--- src/rtl/flag_branch_unit.sv ---
`default_nettype none
// ============================================================================
// Module      : flag_branch_unit
// Description : Captures Z/V/N flags from EX-stage results and resolves
//               3-bit branch conditions into a registered taken/resolved pair.
// Revision    : 1.0 - initial release
// ============================================================================
module flag_branch_unit #(
    parameter int WIDTH  = 16,
    parameter int FWD_EN = 1
) (
    input  logic             clk,
    input  logic             rst_n,
    input  logic             stall,
    input  logic             flush,
    input  logic             wr_valid,
    input  logic [3:0]       opcode,
    input  logic [WIDTH-1:0] result,
    input  logic             ovfl,
    input  logic             br_valid,
    input  logic [2:0]       br_cond,
    output logic             flag_z,
    output logic             flag_v,
    output logic             flag_n,
    output logic             br_resolved,
    output logic             br_taken,
    output logic             haz_stall
);

    localparam logic [3:0] c_OP_ADD = 4'b0000;
    localparam logic [3:0] c_OP_SUB = 4'b0010;

    logic r_flag_z, r_flag_v, r_flag_n;
    logic r_br_resolved, r_br_taken;
    logic w_op_vn, w_op_z;
    logic w_wr_vn, w_wr_z;
    logic w_z_new, w_n_new;
    logic w_fz, w_fv, w_fn;
    logic w_haz;
    logic w_cond;

    // ADD/SUB write all three flags; logic and shift classes write Z only.
    assign w_op_vn = (opcode == c_OP_ADD) || (opcode == c_OP_SUB);
    assign w_op_z  = w_op_vn || ((opcode >= 4'd3) && (opcode <= 4'd7));
    assign w_wr_vn = wr_valid & ~stall & w_op_vn;
    assign w_wr_z  = wr_valid & ~stall & w_op_z;
    assign w_z_new = (result == '0);
    assign w_n_new = result[WIDTH-1];

    generate
        if (FWD_EN != 0) begin : g_fwd
            assign w_fz  = w_wr_z  ? w_z_new : r_flag_z;
            assign w_fv  = w_wr_vn ? ovfl    : r_flag_v;
            assign w_fn  = w_wr_vn ? w_n_new : r_flag_n;
            assign w_haz = 1'b0;
        end else begin : g_no_fwd
            assign w_fz  = r_flag_z;
            assign w_fv  = r_flag_v;
            assign w_fn  = r_flag_n;
            assign w_haz = br_valid & wr_valid & w_op_z;
        end
    endgenerate

    always_comb begin
        w_cond = 1'b0;
        case (br_cond)
            3'b000:  w_cond = ~w_fz;
            3'b001:  w_cond = w_fz;
            3'b010:  w_cond = ~w_fz & ~w_fn;
            3'b011:  w_cond = w_fn;
            3'b100:  w_cond = w_fz | ~w_fn;
            3'b101:  w_cond = w_fn | w_fz;
            3'b110:  w_cond = w_fv;
            default: w_cond = 1'b1;
        endcase
    end

    always_ff @(posedge clk or negedge rst_n) begin
        if (!rst_n) begin
            r_flag_z <= 1'b0;
            r_flag_v <= 1'b0;
            r_flag_n <= 1'b0;
        end else begin
            if (w_wr_z) begin
                r_flag_z <= w_z_new;
            end
            if (w_wr_vn) begin
                r_flag_v <= ovfl;
                r_flag_n <= w_n_new;
            end
        end
    end

    // Flush only kills the branch; the older flag writer above still commits.
    always_ff @(posedge clk or negedge rst_n) begin
        if (!rst_n) begin
            r_br_resolved <= 1'b0;
            r_br_taken    <= 1'b0;
        end else if (!stall) begin
            if (flush) begin
                r_br_resolved <= 1'b0;
                r_br_taken    <= 1'b0;
            end else if (br_valid && !w_haz) begin
                r_br_resolved <= 1'b1;
                r_br_taken    <= w_cond;
            end else begin
                r_br_resolved <= 1'b0;
                r_br_taken    <= 1'b0;
            end
        end
    end

    assign flag_z      = r_flag_z;
    assign flag_v      = r_flag_v;
    assign flag_n      = r_flag_n;
    assign br_resolved = r_br_resolved;
    assign br_taken    = r_br_taken;
    assign haz_stall   = w_haz;

endmodule
`default_nettype wire

--- config.mk ---
export PLATFORM = sky130hd
export DESIGN_NAME = flag_branch_unit
export DESIGN_NICKNAME = d
export VERILOG_FILES = /design/src/rtl/flag_branch_unit.sv
export SDC_FILE = /design/constraint.sdc
export NUM_CORES = 1
export LEC_CHECK = 0
export ABC_CLOCK_PERIOD_IN_PS = 1700
export CORE_MARGIN = 10
export CORE_UTILIZATION = 28
export CTS_BUF_LIST = sky130_fd_sc_hd__clkbuf_16
export DETAILED_ROUTE_END_ITERATION = 10
export PLACE_DENSITY_LB_ADDON = 0.3
export REMOVE_ABC_BUFFERS = 1
export SYNTH_ARGS = -nofsm -noshare
export SYNTH_HDL_FRONTEND = slang
export SYNTH_SLANG_ARGS = --single-unit
--- constraint.sdc ---
create_clock -name clk -period 1.7 [get_ports clk]
set_input_delay 0.34 -clock clk [delete_from_list [all_inputs] [get_ports clk]]
set_output_delay 0.34 -clock clk [all_outputs]
set_load 0.02 [all_outputs]
==> flow_summary.json, run 1 <==
{
  "status": "finished, violations left",
  "violations": "negative setup slack",
  "setup_viol": 1,
  "critPathRequiredTime_ns": 1.80,
  "drt_iter0_markers": 10,
  "ys_warn_count": 0,
  "hold_path.class": "in -> async",
  "start_util_pct": 29.2,
  "clock_tree.root_cell": "clkbuf_16",
  "finalPower_mw": 0.707,
  "io_pins": 36,
  "syn_area_per_cell_sq_um": 8.42,
  "cts_buffers": 3,
  "synthesis.area_sq_um": 370,
  "peakVddDrop_v": 0.000309,
  "fmax_mhz": 583,
  "gp_congestion": 0.789,
  "die_y_microns": 56.4,
  "io_buffer_count": 34,
  "placed_area_sq_um": 774,
  "drt_first_pass_iters": 4,
  "antenna_left": 0,
  "grt_pass1_vias": 585,
  "cpLargestDelayFamily": "simple AND/OR/NAND/NOR gates",
  "gr-total-overflow": 0,
  "die_x_microns": 56.4,
  "critical_path_depth": 6,
  "cap_violations": 0,
  "ys_seq_area_share_pct": 33.8,
  "final_layout_size_suffix_gt1_share_pct": 25.8,
  "worstPathBufferInverterCount": 1,
  "crit_path_max_fanout": 3,
  "clkSlewWorstSetupHoldPaths_ns": 0.03,
  "critPathKind": "in -> reg",
  "leakage_nw": 0.395,
  "fin_hold_ws_ns": 0.345,
  "fillers": 100,
  "final_max_slew_viol_count": 0,
  "min_period_over_period_pct": 101,
  "grt_pass1_wl_microns": 2720,
  "grt_setup_unrepaired": "true",
  "cp-start-kind": "input port",
  "routed_via_density": 4.98,
  "cts_tree": "built",
  "rows": 13,
  "remaining_drc_errors": 0,
  "r2r_cells": 4,
  "synth_area_leaders": "dfrtp_1, nor4_1, nand2_1",
  "final_hold_viol_count": 0,
  "clock_latency_ns": 0.22,
  "wl_microns": 1610,
  "core_area_sq_um": 1270,
  "worst_slack_ns": -0.0151,
  "wl_per_cell_microns": 15.5,
  "cp-end-kind": "register",
  "worstPathArrival_ns": 1.82,
  "num_antenna_cells": 0,
  "finClkSkew_ns": 0.000598,
  "hold_buffers": 0,
  "finish.instance_area_sq_um": 890,
  "synthToLayoutAreaGrowth_pct": 140,
  "critPathSlowestCell": "or3b_4",
  "crit_chain": "buf_6, or3b_4, or3_4, a211o_4, a211oi_2, o31ai_1",
  "power_density_nw_per_um2": 795,
  "grt_usage_pct": 10.7,
  "cts_buffer_depth": 2,
  "yosys.area.top_type": "dfrtp_1",
  "synth_top_area_share_pct": 33.8,
  "via_count": 518,
  "synth_cells": 44,
  "die_area_sq_um": 3180,
  "ys_types": 20,
  "clock_sinks": 5,
  "synth_seq_cells": 5,
  "htree_levels": 1,
  "antenna_found_initial": 0,
  "period_minus_slack_ns": 1.72,
  "cpPeakStageDelay_ns": 0.40,
  "grt_max_degree": 6,
  "hpwl_microns": 1340,
  "fin_nets": 120
}
## worst reg2reg max path, delay by kind of cell, from the launching register on
kind / cells / cell delay [ns]
AO/OA/AOI/OAI: 3 / 0.71
flip-flops: 1 / 0.40
multiplexers: 1 / 0.10
## state kept, by name, indices dropped and copies added (netlist names)
register and cells:
flag_v 1, flag_n 1, flag_z 1, br_resolved 1
br_taken 1
## report_power, final
part | internal (mW) | switching [mW]
clock | 0.304 | 0.0699
combinational | 0.115 | 0.0730
sequential | 0.134 | 0.0114
total | 0.553 | 0.154
## placed cells by master (no fill, tap or decap), types with 2 or more instances in the layout
master and instances:
o21ai_1 3, nor4_1 5, nand2_1 7, inv_1 4
buf_4 8, clkbuf_16 3, buf_2 2, dfrtp_1 5
or2_4 2, and3_1 2, a311o_1 2, clkdlybuf4s50_1 27
clkdlybuf4s15_1 2
## cells in the mapped netlist
library cell  number
buf_4              1
o31ai_1            2
a211o_2            1
inv_1              3
or2_2              2
o21ai_0            4
a311o_1            2
nor3b_1            1
mux2i_1            1
or3_4              1
conb_1             1
mux2_2             1
nand2_1            7
dfrtp_1            5
and3_1             3
nand4_1            1
nor4_1             5
a211oi_1           1
or3b_4             1
nor2_1             1
## per-stage QoR
| stage | instances | worst slack, ns | util [%] | TNS [ns] |
|---|---|---|---|---|
| after CTS | 104 | 0.00154 | 69.2 | 0 |
| after detailed placement | 99 | -0.648 | 61.0 | -1.30 |
| after floorplan | 43 | -0.155 | - | -0.155 |
| after global routing | 104 | -0.0573 | 70.1 | -0.0573 |
| final | 104 | -0.0151 | 70.1 | -0.0151 |
| after global placement | 99 | -0.602 | 61.0 | -1.16 |
## cells by family after synthesis
family | count (synthesis) | synth area share (%)
AOI/OAI and AO/OA | 10 | 19.6
buffers and inverters | 4 | 5.07
DFF | 5 | 33.8
muxes | 2 | 5.74
other | 1 | 1.01
and+or+nand+nor | 22 | 34.8
## repair_timing
action,in CTS,in global routing
gates resized for setup,23,4
buffers inserted,1,0
gates cloned,0,0
pin swaps,7,0
setup endpoints to repair,2,1
## area by class of cell
class / instances / area (sq um) / share of cell area, %
tap: 15 / 18.8 / 2.11
clock buffer: 3 / 75.1 / 8.44
sequential: 5 / 125 / 14.1
clock inverter: 1 / 3.75 / 0.422
timing repair buffer: 42 / 393 / 44.2
inverter: 3 / 11.3 / 1.27
multi-input combinational: 35 / 263 / 29.5
## worst paths after layout
check | startpoint | to | slack (ns)
worst max register to register | flag_n | br_taken | 0.40
min in group clk | stall | br_resolved | 0.42
worst min register to register | br_resolved | br_resolved | 0.48
max in group asynchronous | rst_n | br_resolved | 1.16
worst min-delay path | rst_n | flag_z | 0.34
worst max-delay path | stall | br_taken | -0.02
## per-layer routing
layer  vias to the layer above  global-route usage (%)  share of wire (%)
met3                         2                    2.47                3.7
met4                         0                    6.19                1.3
met1                       240                    10.9                 42
met5                         -                       0                  0
met2                        17                    19.2                 53
li1                        259                       -                  -
No activity file was read; power rests on OpenSTA's default activity.
==> run 2: changes to the inputs <==
--- a/config.mk
+++ b/config.mk
@@ -6,10 +6,10 @@
 export NUM_CORES = 1
 export LEC_CHECK = 0
 export ABC_CLOCK_PERIOD_IN_PS = 1700
-export CORE_MARGIN = 10
 export CORE_UTILIZATION = 28
 export CTS_BUF_LIST = sky130_fd_sc_hd__clkbuf_16
 export DETAILED_ROUTE_END_ITERATION = 10
+export HOLD_SLACK_MARGIN = 0.05
 export PLACE_DENSITY_LB_ADDON = 0.3
 export REMOVE_ABC_BUFFERS = 1
 export SYNTH_ARGS = -nofsm -noshare
==> flow_summary.json, run 2 (synthesis results as in run 1) <==
{
  "status": "finished, violations left",
  "violations": "negative setup slack",
  "leakage_nw": 0.470,
  "seqCellArea_sq_um": 125,
  "fin_util_pct": 79.6,
  "htree_levels": 1,
  "grtUsageMet3_pct": 6.98,
  "clkSlewWorstSetupHoldPaths_ns": 0.03,
  "io_pins": 36,
  "antenna_found_initial": 0,
  "wl_per_cell_microns": 14.8,
  "finish.instance_area_sq_um": 932,
  "core_area_sq_um": 1170,
  "via_count": 525,
  "cp-end-kind": "register",
  "grt_usage_pct": 21.5,
  "antenna_left": 0,
  "cts_buffer_depth": 2,
  "remaining_drc_errors": 0,
  "worst_pin_slew_ns": 0.498,
  "multi_input_area_sq_um": 278,
  "io_buffer_count": 34,
  "dp_cells": 99,
  "cp-endpoint": "br_taken",
  "die_area_sq_um": 1470,
  "grt_max_degree": 6,
  "grt_pass1_wl_microns": 2150,
  "cts_tree": "built",
  "use_met2_pct": 36.0,
  "hold_buffers": 0,
  "final_common_cell": "clkdlybuf4s50_1",
  "stdcell_count": 105,
  "r2r-end": "br_taken",
  "top_usage_layer": "met2",
  "drt_iter0_markers": 3,
  "hpwl_microns": 957,
  "cap_violations": 0,
  "clock_latency_ns": 0.23,
  "critPathRequiredTime_ns": 1.84,
  "placed_area_sq_um": 781,
  "min_period_over_period_pct": 106,
  "layout_common_cells": "clkdlybuf4s50_1, buf_4, dlymetal6s2s_1, nand2_1, dfrtp_1",
  "crit_path_max_fanout": 4,
  "cp-start-kind": "input port",
  "dp_slack_ns": -0.643,
  "power_density_nw_per_um2": 774,
  "met1_usage_pct": 25.4,
  "cts_buffers": 3,
  "critPathKind": "in -> reg",
  "fmax_mhz": 558,
  "r2r_setup_slack_ns": 0.22,
  "gr-total-overflow": 0,
  "r2r_start": "flag_n",
  "fin_nets": 122,
  "gp_congestion": 0.873,
  "rows": 12,
  "final_layout_size_suffix_gt1_share_pct": 34.1,
  "crit_path_start": "opcode[3]",
  "clock_tree.root_cell": "clkbuf_16",
  "start_util_pct": 31.6,
  "die_y_microns": 38.4,
  "clock_sinks": 5,
  "maxSlewHeadroom_pct": 66.4,
  "r2r_cells": 4,
  "synthToLayoutAreaGrowth_pct": 152,
  "grt_setup_unrepaired": "true",
  "wl_microns": 1560,
  "finClkSkew_ns": 0.00141,
  "routed_via_density": 5.00,
  "grt_pass1_vias": 511,
  "worst_slack_ns": -0.0936,
  "fillers": 79,
  "worstPathArrival_ns": 1.93,
  "peakVddDrop_v": 0.000832,
  "final_hold_viol_count": 0,
  "period_minus_slack_ns": 1.79,
  "final_max_slew_viol_count": 0,
  "setup_viol": 1,
  "num_antenna_cells": 0,
  "die_x_microns": 38.4,
  "drt_first_pass_iters": 4,
  "hold_path.class": "in -> async"
}
==> run 2: cell type report <==
cell class,count,area share (%)
clock inverters,1,0.403
multi-input cells,35,29.8
repair buffers,44,45.2
flip-flops and latches,5,13.4
well taps,14,1.88
clock buffers,3,8.05
inverters,3,1.21
==> run 2: worst max-delay path, cell delays in order <==
cell and delay [ns]:
buf_6 0.09, or3b_4 0.42, or3_4 0.37, and3_4 0.16
a311o_1 0.33, o31ai_1 0.23
==> run 2: per-stage QoR <==
| stage | total power [mW] | hold WS [ns] | TNS (ns) |
|---|---|---|---|
| 2_1_floorplan | 0.202 | 0.0444 | -0.155 |
| 3_3_place_gp | 0.319 | 0.464 | -1.19 |
| 3_5_place_dp | 0.321 | 0.468 | -1.23 |
| 4_1_cts | 0.715 | 0.350 | -0.0640 |
| 5_1_grt | 0.748 | 0.363 | -0.141 |
| 6_report | 0.722 | 0.342 | -0.0936 |
==> run 2: report_power, final <==
| group | switching [mW] | internal, mW |
|---|---|---|
| clock | 0.0832 | 0.305 |
| combinational | 0.0766 | 0.113 |
| sequential | 0.0102 | 0.134 |
==> run 2: what timing repair did <==
| item | in CTS | in global routing |
|---|---|---|
| setup endpoints to repair | 2 | 1 |
| buffers inserted | 1 | 1 |
| cloned | 0 | 0 |
| pin swaps | 7 | 11 |
| gates resized for setup | 21 | 18 |
==> run 2: worst min path at each step <==
| stage | depth (start not counted) | endpoint | slack [ns] |
|---|---|---|---|
| floorplan | 0 | br_resolved | 0.04 |
| global placement | 2 | br_resolved | 0.46 |
| detailed placement | 2 | br_resolved | 0.47 |
| CTS | 1 | br_taken | 0.35 |
| global route | 1 | br_taken | 0.36 |
| finish | 1 | br_taken | 0.34 |
==> run 2: layer usage <==
metal | up-vias | wire, microns
met3 | 2 | 69
li1 | 261 | -
met2 | 16 | 852
met1 | 246 | 622
met5 | - | 0
met4 | 0 | 14
==> run 3: changes to the inputs <==
--- a/config.mk
+++ b/config.mk
@@ -5,9 +5,10 @@
 export SDC_FILE = /design/constraint.sdc
 export NUM_CORES = 1
 export LEC_CHECK = 0
-export ABC_CLOCK_PERIOD_IN_PS = 1700
-export CORE_UTILIZATION = 28
+export ABC_CLOCK_PERIOD_IN_PS = 1600
+export CORE_UTILIZATION = 25
 export CTS_BUF_LIST = sky130_fd_sc_hd__clkbuf_16
+export CTS_CLUSTER_SIZE = 10
 export DETAILED_ROUTE_END_ITERATION = 10
 export HOLD_SLACK_MARGIN = 0.05
 export PLACE_DENSITY_LB_ADDON = 0.3
==> constraint.sdc (replaced) <==
create_clock -name clk -period 1.6 [get_ports clk]
set_input_delay 0.32 -clock clk [delete_from_list [all_inputs] [get_ports clk]]
set_output_delay 0.32 -clock clk [all_outputs]
set_load 0.02 [all_outputs]
==> flow_summary.json, run 3 (synthesis results as in run 1) <==
{
  "critPathRequiredTime_ns": 1.73,
  "fmax_mhz": 582,
  "wl_microns": 1260,
  "r2r_start": "flag_n",
  "cap_violations": 0,
  "grt_pass1_vias": 488,
  "final_layout_size_suffix_gt1_share_pct": 31.1,
  "hpwl_microns": 1010,
  "remaining_drc_errors": 0,
  "antenna_found_initial": 0,
  "gp_congestion": 0.769,
  "start_util_pct": 27.8,
  "r2r-end": "br_taken",
  "drt_first_pass_iters": 4,
  "worst_slack_ns": -0.118,
  "p_int_mw": 0.583,
  "status": "finished, violations left",
  "cp-end-kind": "register",
  "finish.instance_area_sq_um": 902,
  "setup_viol": 1,
  "power_frac_clock_pct": 54.0,
  "grt_max_degree": 6,
  "clock_tree.root_cell": "clkbuf_16",
  "peakVddDrop_v": 0.000354,
  "violations": "negative setup slack",
  "placed_area_sq_um": 790,
  "critPathKind": "in -> reg",
  "switching_share_pct": 23.0,
  "final_hold_viol_count": 0,
  "cts_tree": "built",
  "comb_power_share_pct": 25.7,
  "finalPower_mw": 0.757,
  "finClkSkew_ns": 0.00198,
  "crit_path_max_fanout": 3,
  "min_period_over_period_pct": 107,
  "clock_latency_ns": 0.23,
  "hold_path.class": "in -> async",
  "cts_buffer_depth": 2,
  "power_density_nw_per_um2": 839,
  "r2r_cells": 4,
  "seqCellArea_sq_um": 125,
  "io_buffer_count": 34,
  "clkSlewWorstSetupHoldPaths_ns": 0.03,
  "antenna_left": 0,
  "htree_levels": 1,
  "wl_per_cell_microns": 12.0,
  "die_area_sq_um": 1640,
  "grt_setup_unrepaired": "true",
  "fillers": 113,
  "drt_iter0_markers": 13,
  "core_area_sq_um": 1330,
  "post_cts_buffers": 0,
  "grt_usage_pct": 18.6,
  "die_y_microns": 40.5,
  "grt_pass1_wl_microns": 1880,
  "num_antenna_cells": 0,
  "cp-start-kind": "input port",
  "hold_buffers": 0,
  "fin_nets": 121,
  "rows": 13,
  "r2r_setup_slack_ns": 0.21,
  "worstPathArrival_ns": 1.85,
  "leakage_nw": 0.403,
  "multi_input_area_sq_um": 279,
  "final_common_cell": "clkdlybuf4s50_1",
  "seq_power_share_pct": 20.3,
  "period_minus_slack_ns": 1.72,
  "layout_common_cells": "clkdlybuf4s50_1, buf_4, dlygate4sd2_1, nand2_1, dfrtp_1",
  "p_sw_mw": 0.174,
  "fin_hold_ws_ns": 0.327,
  "synthToLayoutAreaGrowth_pct": 144,
  "clock_sinks": 5,
  "cts_buffers": 3,
  "io_pins": 36,
  "final_max_slew_viol_count": 0,
  "die_x_microns": 40.5,
  "routed_via_density": 5.06,
  "gr-total-overflow": 0,
  "via_count": 531
}
## run 3: cell types whose count changed in the layout (fill, tap and decap cells not counted), moves of 2 or more
cell,delta
dlymetal6s2s_1,-8
clkdlybuf4s15_1,+2
dlygate4sd2_1,+7
clkbuf_2,-2
## run 3: per-stage QoR
stage | std cells | worst slack, ns | util (%) | setup TNS (ns)
after global placement | 101 | -0.683 | 59.2 | -1.46
after detailed placement | 101 | -0.743 | 59.2 | -1.56
after CTS | 105 | -0.0724 | 66.1 | -0.0724
after global routing | 105 | -0.157 | 67.6 | -0.157
final | 105 | -0.118 | 67.6 | -0.118
after floorplan | 43 | -0.235 | - | -0.235
## run 3: cell type report
class / count / area share [%]
inverters: 3 / 1.25
clock buffers: 3 / 8.32
flip-flops and latches: 5 / 13.9
clock inverters: 1 / 0.416
well taps: 15 / 2.08
multi-input cells: 35 / 30.9
repair buffers: 43 / 43.1
## run 3: how the worst max path moves through the flow
stage                     startpoint  endpoint  cells after the start
after global placement      wr_valid  br_taken                      6
final                          stall  br_taken                      6
after CTS                      stall  br_taken                      6
after global routing           stall  br_taken                      6
after detailed placement    wr_valid  br_taken                      6
after floorplan            opcode[3]  br_taken                      5
## run 3: power groups by stage
stage          Sequential, mW  Clock, mW  Combinational, mW
3_3_place_gp            0.155          0              0.189
3_5_place_dp            0.155          0              0.193
2_1_floorplan           0.172          0             0.0428
6_report                0.154      0.409              0.195
4_1_cts                 0.154      0.414              0.191
5_1_grt                 0.157      0.425              0.211
## run 3: what timing repair did
| item | CTS | global route |
|---|---|---|
| resized for setup | 30 | 5 |
| pin swaps | 12 | 2 |
| setup endpoints to repair | 2 | 1 |
## run 3: critical path, stage by stage
cell and delay, ns:
buf_6 0.09, or3b_4 0.40, or3_4 0.34, and3_4 0.15, a311o_1 0.28, o31ai_2 0.26
## run 3: metal layers
metal,global-route usage [%],vias up,routed length (microns)
met2,35.3,32,654
met4,12.5,0,40
li1,-,257,-
met3,5.00,4,121
met1,16.7,238,448
met5,0,-,0
